==> config.mk <==
export PLATFORM = sky130hd
export DESIGN_NAME = pipe_rate_change_ctrl
export DESIGN_NICKNAME = d
export VERILOG_FILES = /design/src/rtl/pipe_rate_change_ctrl.sv
export SDC_FILE = /design/constraint.sdc
export NUM_CORES = 1
export LEC_CHECK = 0
export ABC_CLOCK_PERIOD_IN_PS = 4000
export CORE_UTILIZATION = 30
export CTS_CLUSTER_DIAMETER = 30
export CTS_CLUSTER_SIZE = 24
export DETAILED_ROUTE_END_ITERATION = 6
export PLACE_DENSITY = 0.5
export RECOVER_POWER = 25
export SYNTH_ARGS = -nofsm -noshare
export SYNTH_HDL_FRONTEND = slang
export SYNTH_SLANG_ARGS = --single-unit
==> constraint.sdc <==
create_clock -name clk -period 4 [get_ports clk]
set_input_delay 0.4 -clock clk [delete_from_list [all_inputs] [get_ports clk]]
set_output_delay 0.4 -clock clk [all_outputs]
set_load 0.005 [all_outputs]
==> src/rtl/pipe_rate_change_ctrl.sv <==
// PIPE receive-side link-speed change sequencer: holds the Rx path quiet while
// the Rate/PhyStatus handshake runs, then switches the GEN width select.
module pipe_rate_change_ctrl #(
    parameter int EIDLE_TIMEOUT = 1024,
    parameter int PHY_TIMEOUT   = 4096,
    parameter int SETTLE_CYCLES = 16,
    parameter int CNT_W         = 16
) (
    input  logic       clk,
    input  logic       reset,
    input  logic       req_valid,
    input  logic [2:0] req_gen,
    output logic       req_ready,
    input  logic       PhyStatus,
    input  logic       RxElectricalIdle,
    output logic [2:0] Rate,
    output logic [2:0] GEN,
    output logic       rx_hold,
    output logic       busy,
    output logic       change_done,
    output logic       change_err
);

    // state       | meaning
    // IDLE        | ready for an LTSSM request, Rx path live
    // WAIT_EIDLE  | Rx held, waiting for receiver electrical idle
    // WAIT_PHY    | new Rate driven, waiting for PhyStatus
    // SETTLE      | GEN switched, Rx still held for SETTLE_CYCLES
    typedef enum logic [1:0] {
        IDLE       = 2'd0,
        WAIT_EIDLE = 2'd1,
        WAIT_PHY   = 2'd2,
        SETTLE     = 2'd3
    } state_t;

    localparam logic [CNT_W-1:0] EIDLE_TC   = CNT_W'(EIDLE_TIMEOUT - 1);
    localparam logic [CNT_W-1:0] PHY_TC     = CNT_W'(PHY_TIMEOUT - 1);
    localparam logic [CNT_W-1:0] SETTLE_LD  = CNT_W'(SETTLE_CYCLES);
    localparam logic [CNT_W-1:0] CNT_MAX    = {CNT_W{1'b1}};

    state_t           state_q, state_d;
    logic [CNT_W-1:0] cnt_q, cnt_d;
    logic [2:0]       target_q, target_d;
    logic [2:0]       gen_q, gen_d;
    logic [2:0]       rate_q, rate_d;
    logic             hold_q, hold_d;
    logic             busy_q, busy_d;
    logic             done_q, done_d;
    logic             err_q, err_d;

    logic             gen_legal;
    logic [CNT_W-1:0] cnt_inc;

    assign gen_legal = (req_gen >= 3'd1) && (req_gen <= 3'd5);
    assign cnt_inc   = (cnt_q == CNT_MAX) ? cnt_q : cnt_q + CNT_W'(1);

    always_comb begin
        state_d  = state_q;
        cnt_d    = cnt_q;
        target_d = target_q;
        gen_d    = gen_q;
        rate_d   = rate_q;
        hold_d   = hold_q;
        busy_d   = busy_q;
        done_d   = 1'b0;
        err_d    = 1'b0;
        case (state_q)
            IDLE: begin
                if (req_valid) begin
                    if (!gen_legal) begin
                        err_d = 1'b1;
                    end else if (req_gen == gen_q) begin
                        done_d = 1'b1;
                    end else begin
                        target_d = req_gen;
                        state_d  = WAIT_EIDLE;
                        cnt_d    = '0;
                        hold_d   = 1'b1;
                        busy_d   = 1'b1;
                    end
                end
            end
            WAIT_EIDLE: begin
                cnt_d = cnt_inc;
                // the event is checked first so it wins over a same-edge timeout
                if (RxElectricalIdle) begin
                    rate_d  = target_q - 3'd1;
                    state_d = WAIT_PHY;
                    cnt_d   = '0;
                end else if (cnt_q == EIDLE_TC) begin
                    state_d = IDLE;
                    cnt_d   = '0;
                    rate_d  = gen_q - 3'd1;
                    hold_d  = 1'b0;
                    busy_d  = 1'b0;
                    err_d   = 1'b1;
                end
            end
            WAIT_PHY: begin
                cnt_d = cnt_inc;
                if (PhyStatus) begin
                    gen_d   = target_q;
                    state_d = SETTLE;
                    cnt_d   = SETTLE_LD;
                end else if (cnt_q == PHY_TC) begin
                    // abort: put the PHY back on the rate matching the unchanged GEN
                    state_d = IDLE;
                    cnt_d   = '0;
                    rate_d  = gen_q - 3'd1;
                    hold_d  = 1'b0;
                    busy_d  = 1'b0;
                    err_d   = 1'b1;
                end
            end
            SETTLE: begin
                if (cnt_q == '0) begin
                    state_d = IDLE;
                    hold_d  = 1'b0;
                    busy_d  = 1'b0;
                    done_d  = 1'b1;
                end else begin
                    cnt_d = cnt_q - CNT_W'(1);
                end
            end
            default: begin
                state_d = IDLE;
                cnt_d   = '0;
                hold_d  = 1'b0;
                busy_d  = 1'b0;
            end
        endcase
    end

    always_ff @(posedge clk or negedge reset) begin
        if (!reset) begin
            state_q  <= IDLE;
            cnt_q    <= '0;
            target_q <= 3'd1;
            gen_q    <= 3'd1;
            rate_q   <= 3'd0;
            hold_q   <= 1'b0;
            busy_q   <= 1'b0;
            done_q   <= 1'b0;
            err_q    <= 1'b0;
        end else begin
            state_q  <= state_d;
            cnt_q    <= cnt_d;
            target_q <= target_d;
            gen_q    <= gen_d;
            rate_q   <= rate_d;
            hold_q   <= hold_d;
            busy_q   <= busy_d;
            done_q   <= done_d;
            err_q    <= err_d;
        end
    end

    assign req_ready   = (state_q == IDLE);
    assign Rate        = rate_q;
    assign GEN         = gen_q;
    assign rx_hold     = hold_q;
    assign busy        = busy_q;
    assign change_done = done_q;
    assign change_err  = err_q;

endmodule

* After elaboration in Yosys (flattened, before gate mapping)
Cells that the tools add are included.
Cells by class: eq/ne operators 18, bitwise operators 1, reductions and logical operators 10, add/subtract/negate cells 4, order comparisons 2, muxes and demuxes 45
Operator list (number):
- $mux W16 | 9
- $pmux W16 S4 | 1
- $mux W1 | 18
- $add A16 B1 Y16 const B | 1
- $eq A16 B10 Y1 const B | 1
- $eq A16 B12 Y1 const B | 1
- $eq A16 B16 Y1 const B | 1
- $logic_not A16 Y1 | 1
- $mux W2 | 8
- $ne A2 B2 Y1 const B | 8
- $sub A16 B1 Y16 const B | 1
- $mux W3 | 4
- $reduce_and A4 Y1 | 3
- $pmux W2 S4 | 1
- $reduce_and A8 Y1 | 1
- $ne A3 B3 Y1 const B | 2
- $pmux W3 S2 | 1
- $reduce_and A6 Y1 | 1
- $sub A3 B1 Y3 const B | 2
- $eq A2 B2 Y1 const B | 2
- $pmux W1 S4 | 1
- $eq A3 B3 Y1 | 1
- $ge A3 B1 Y1 const B | 1
- $le A3 B3 Y1 const B | 1
- other kinds (9) | 9
Word-level totals: output and inout port bits 11, word-level logic and storage cells 88, input port bits 8, bits in registers 30

* Logic depth before layout (Yosys ltp)
depth in word-level cells 5, gate-level depth with buffers 10, gate-level depth less buffers 8

* Least setup slack after synthesis
OpenSTA, ideal clock, no wires.
path type register to register, start point register cnt_q[0], end point register cnt_q[1], slack 1.763 ns, required time 3.874 ns, setup time 0.126 ns, arrival 2.111 ns, stages on the path, launching flop included 10, clock period less this slack 2.237 ns, path buffers 2, cells stage by stage dfrtp_1 -> ha_1 -> and3_2 -> clkbuf_1 -> nand4_1 -> a22oi_2 -> or2_1 -> buf_6 -> o21ai_2 -> a221o_1
On the way: word-level cells in the longest chain between the ends 5, elaborated cells on any way between the ends 15, those cells by class add/sub (2); eq/ne (4); mux (7); reduce/logical (2)
Ends and longest elaborated chain:
- start, declared | line 42 | logic [CNT_W-1:0] cnt_q, cnt_d;
- start signal, assigned | line 147 | cnt_q <= cnt_d;
- $add A16 B1 Y16 or $eq A16 B16 Y1 (tied branches) | line 55 | assign cnt_inc = (cnt_q == CNT_MAX) ? cnt_q : cnt_q + CNT_W'(1);
- $mux W16 | line 55
- $mux W16, on equally long branches | line 105, 90
- $mux W16, on equally long branches | line 101, 86
- $pmux W16 S4 | line 67 | case (state_q)
Several ways; a longest one is shown, not always the timed one. The select of a mux whose other input is x is not followed. A chain may end at the register's enable or synchronous reset.

* Final worst setup path
start point register cnt_q[12], end point register cnt_q[1]
On the way: word-level cells in the longest chain between the ends 5, elaborated cells on any way between the ends 12, those cells by class eq/ne (4); mux (6); reduce/logical (2)
Ends and longest elaborated chain (line):
- $eq A16 B16 Y1 | 55
- $mux W16 | 55
- $mux W16, on equally long branches | 105, 90
- $mux W16, on equally long branches | 101, 86
- $pmux W16 S4 | 67
Several ways; a longest one is shown, not always the timed one.

==> impl_metrics.csv <==
group,metric,value,unit
finish,layout.nets,306,
synthesis,yosys.area.top_type,"dfrtp_1",
synthesis,synth.net_count,298,
min_path,hold_class,"reg2reg",
worst_setup_path,cp_slowest_cell,"dfrtp_1",
sta,period_minus_slack,2730,ps
synthesis,synth_ff_type,"dfrtp_1",
finish,seq_area,753,um2
synthesis,ys_types,60,
route,num_vias,2187,
sta,period_share,0.682,
min_path,worstHoldStart,"Rate[2]$_DFFE_PN0P_",
synthesis,synth_top_family_by_area,"simple AND/OR/NAND/NOR gates",
worst_setup_path,r2r_setup_slack,1270,ps
worst_setup_path,rr_startpoint,"cnt_q[12]$_DFFE_PN0P_",
sta,fmax,366,MHz
grt,grt_max_degree,31,
sta,worst_slew_pin_slew,1750,ps
route,drc,0,
flow_run,maxCapViolCount,1,
grt,grt.total_usage,0.166,
worst_setup_path,critPathKind,"reg2reg",
synthesis,synth_edf_count,0,
route,ant_nets,0,
synthesis,avgSynthCellArea,8.59,um2
cts,cts_made_buffers,5,
worst_setup_path,cp.arrival,2900,ps
sta,drv_slew,31,
synthesis,ys_seq_elements,30,
synthesis,synth_top_area_share,0.290,
run_status,violations,"max-capacitance violations, max-slew violations",
placed_design,placed_cell_area,0.00260,mm2
floorplanning,start_util,0.311,
sta,finalSetupTns,0,ps
pwr,irDropWorstVdd,0.238,mV
cts,cts_hold_buffers,0,
min_path,hold_path_end,"Rate[2]$_DFFE_PN0P_",
finish,multi_input_area,0.00148,mm2
pwr,p_leak,0.00106,uW
sta,setup_viol,0,
sta,skew,9.97,ps
grt,grt_pass1_wl,11100,um
synthesis,yosysWarningCount,0,
worst_setup_path,cp_max_fo,15,
sta,setup_ws,1270,ps
cts,clockRootBuffer,"clkbuf_8",
worst_setup_path,worstPathCellList,"nor4_1, nand4_1, a22oi_2, or2_1, o21ai_2, a221o_1",
synthesis,synth_mux_area_frac,0.0492,
sta,hold_viol,0,
worst_setup_path,slowest_delay,570,ps
synthesis,synth_compound_area_frac,0.218,
synthesis,synth_cells,281,
synthesis,synth_top_cells_by_area,"dfrtp_1 (29%), ha_1 (4.7%), a21oi_1 (4.1%)",
synthesis,async_reset_ff_frac,1.00,
synthesis,synth_xor_area_frac,0.0399,
cts,numClockSinks,30,
synthesis,seq_area_frac_synth,0.312,
finish,nFillCells,843,
cts,clockBufferDepth,2,
route,drt_pass1_iterations,4,
placed_design,place_ws,1280,ps
min_path,hold_path_depth,1,
finish,finalNonFillerCells,392,
worst_setup_path,worstPathRequired,4170,ps
floorplanning,num_rows,32,
synthesis,synthAdderAreaFrac,0.0466,
worst_setup_path,crit_path_start_kind,"flop",
grt,overflow,0,
route,routed_via_density,5.58,
worst_setup_path,r2r_cells,6,
pwr,power_density,858,mW/mm2
route,routed_wl,6560,um
run_status,status,"finished, violations left",
placed_design,gp_congestion,0.926,
floorplanning,dieArea,0.00841,mm2
synthesis,synth.most_common_cell,"dfrtp_1",
finish,fin_area,0.00268,mm2
grt,antenna_found_initial,0,
grt,grt_pass1_vias,2182,
placed_design,dp_hpwl,4780,um
cts,cts_tree,"done",
cts,ctsResizeCount,0,
synthesis,synth-simple-area-share,0.260,
cts,cts_setup_buffers,0,
floorplanning,die_x,91.7,um
sta,max_slew_margin,-0.164,
route,drtIter0Drc,154,
finish,diodes,0,
floorplanning,fp.dieH,91.7,um
synthesis,syn-cell-area,0.00241,mm2
cts,clkLatencyLatePin,300,ps
sta,rsz0062_at_grt,"no",
worst_setup_path,crit_start,"cnt_q[12]$_DFFE_PN0P_",
floorplanning,core,0.00777,mm2
placed_design,port_buffers,18,
finish,drive_gt1_frac,0.124,
finish,area_growth,10.9,%
synthesis,synth_commonest_cells,"dfrtp_1 (28), nor2_1 (23), nand2_1 (22), a21oi_1 (20), o21ai_0 (20)",
floorplanning,io_pins,19,
placed_design,dpl.cell_count,384,
route,avgRoutedWirePerCell,16.7,um
cts,clkTransAtPathRegs,70,ps
worst_setup_path,r2r_end,"cnt_q[1]$_DFFE_PN0P_",
worst_setup_path,end_kind,"flop",
cts,cts_max_level,2,
-- registers in the layout (all words and copies together), names as in the netlist --
| register | flops |
|---|---|
| cnt_q | 16 |
| GEN | 3 |
| Rate | 3 |
| target_q | 3 |
| state_q | 2 |
| busy | 1 |
| change_done | 1 |
| change_err | 1 |
-- worst max-delay path, delay by kind of cell, from the launching register on --
kind	cells	cell delay, ps
DFF	1	570
AOI/OAI and AO/OA	3	900
and+or+nand+nor	3	1130
-- metrics by stage --
step / hold WS [ps] / utilization / power (uW)
after floorplan: 104 / - / 1700
after global placement: 489 / 0.335 / 2040
after detailed placement: 496 / 0.335 / 2050
after CTS: 512 / 0.345 / 2310
after global routing: 531 / 0.345 / 2500
final: 505 / 0.345 / 2300
-- final cells by class --
type,count,share of cell area
timing repair buffer,19,0.0687
clock buffer,6,0.0271
inverter,13,0.0182
sequential,30,0.281
clock inverter,2,0.00374
tap,102,0.0476
multi-input combinational,220,0.553
-- power by group --
part | leakage, uW | internal, uW | switching (uW)
sequential | 0.000388 | 424 | 202
combinational | 0.000623 | 621 | 801
clock | 0.0000450 | 121 | 129
-- layout by cell type, fill, tap and decap left out, drive strengths merged, types with 4 or more instances in the layout --
master,count
clkbuf,7
nand4,9
nand3,18
dfrtp,28
xor2,6
mux2i,4
nor4,7
mux2,7
a221oi,4
nor2,23
o21ai,21
xnor2,5
nor3,7
clkdlybuf4s50,17
nand2,22
inv,13
or3,5
ha,9
a21oi,20
or2,4
-- routing by layer --
metal | vias up | part of all wire | track usage
met5 | - | 0 | 0
met4 | 0 | 0.0069 | 0.0521
met3 | 7 | 0.054 | 0.0307
met2 | 70 | 0.48 | 0.268
met1 | 1053 | 0.46 | 0.225
li1 | 1057 | - | -
-- worst max-delay path by stage --
stage	to	slack (ps)	cells after the start
floorplan	cnt_q[1]$_DFFE_PN0P_	1760	9
CTS	cnt_q[1]$_DFFE_PN0P_	1340	6
detailed placement	cnt_q[7]$_DFFE_PN0P_	1280	7
global route	cnt_q[7]$_DFFE_PN0P_	1140	6
finish	cnt_q[1]$_DFFE_PN0P_	1270	6
global placement	cnt_q[7]$_DFFE_PN0P_	1290	7
-- logic make-up after synthesis --
group | count (synthesis)
and+or+nand+nor | 113
DFF | 30
xor gates and xnor gates | 11
muxes | 11
AOI/OAI and AO/OA | 76
buffers and inverters | 31
adders and majority gates | 9
(Power assumes the default switching activity.)
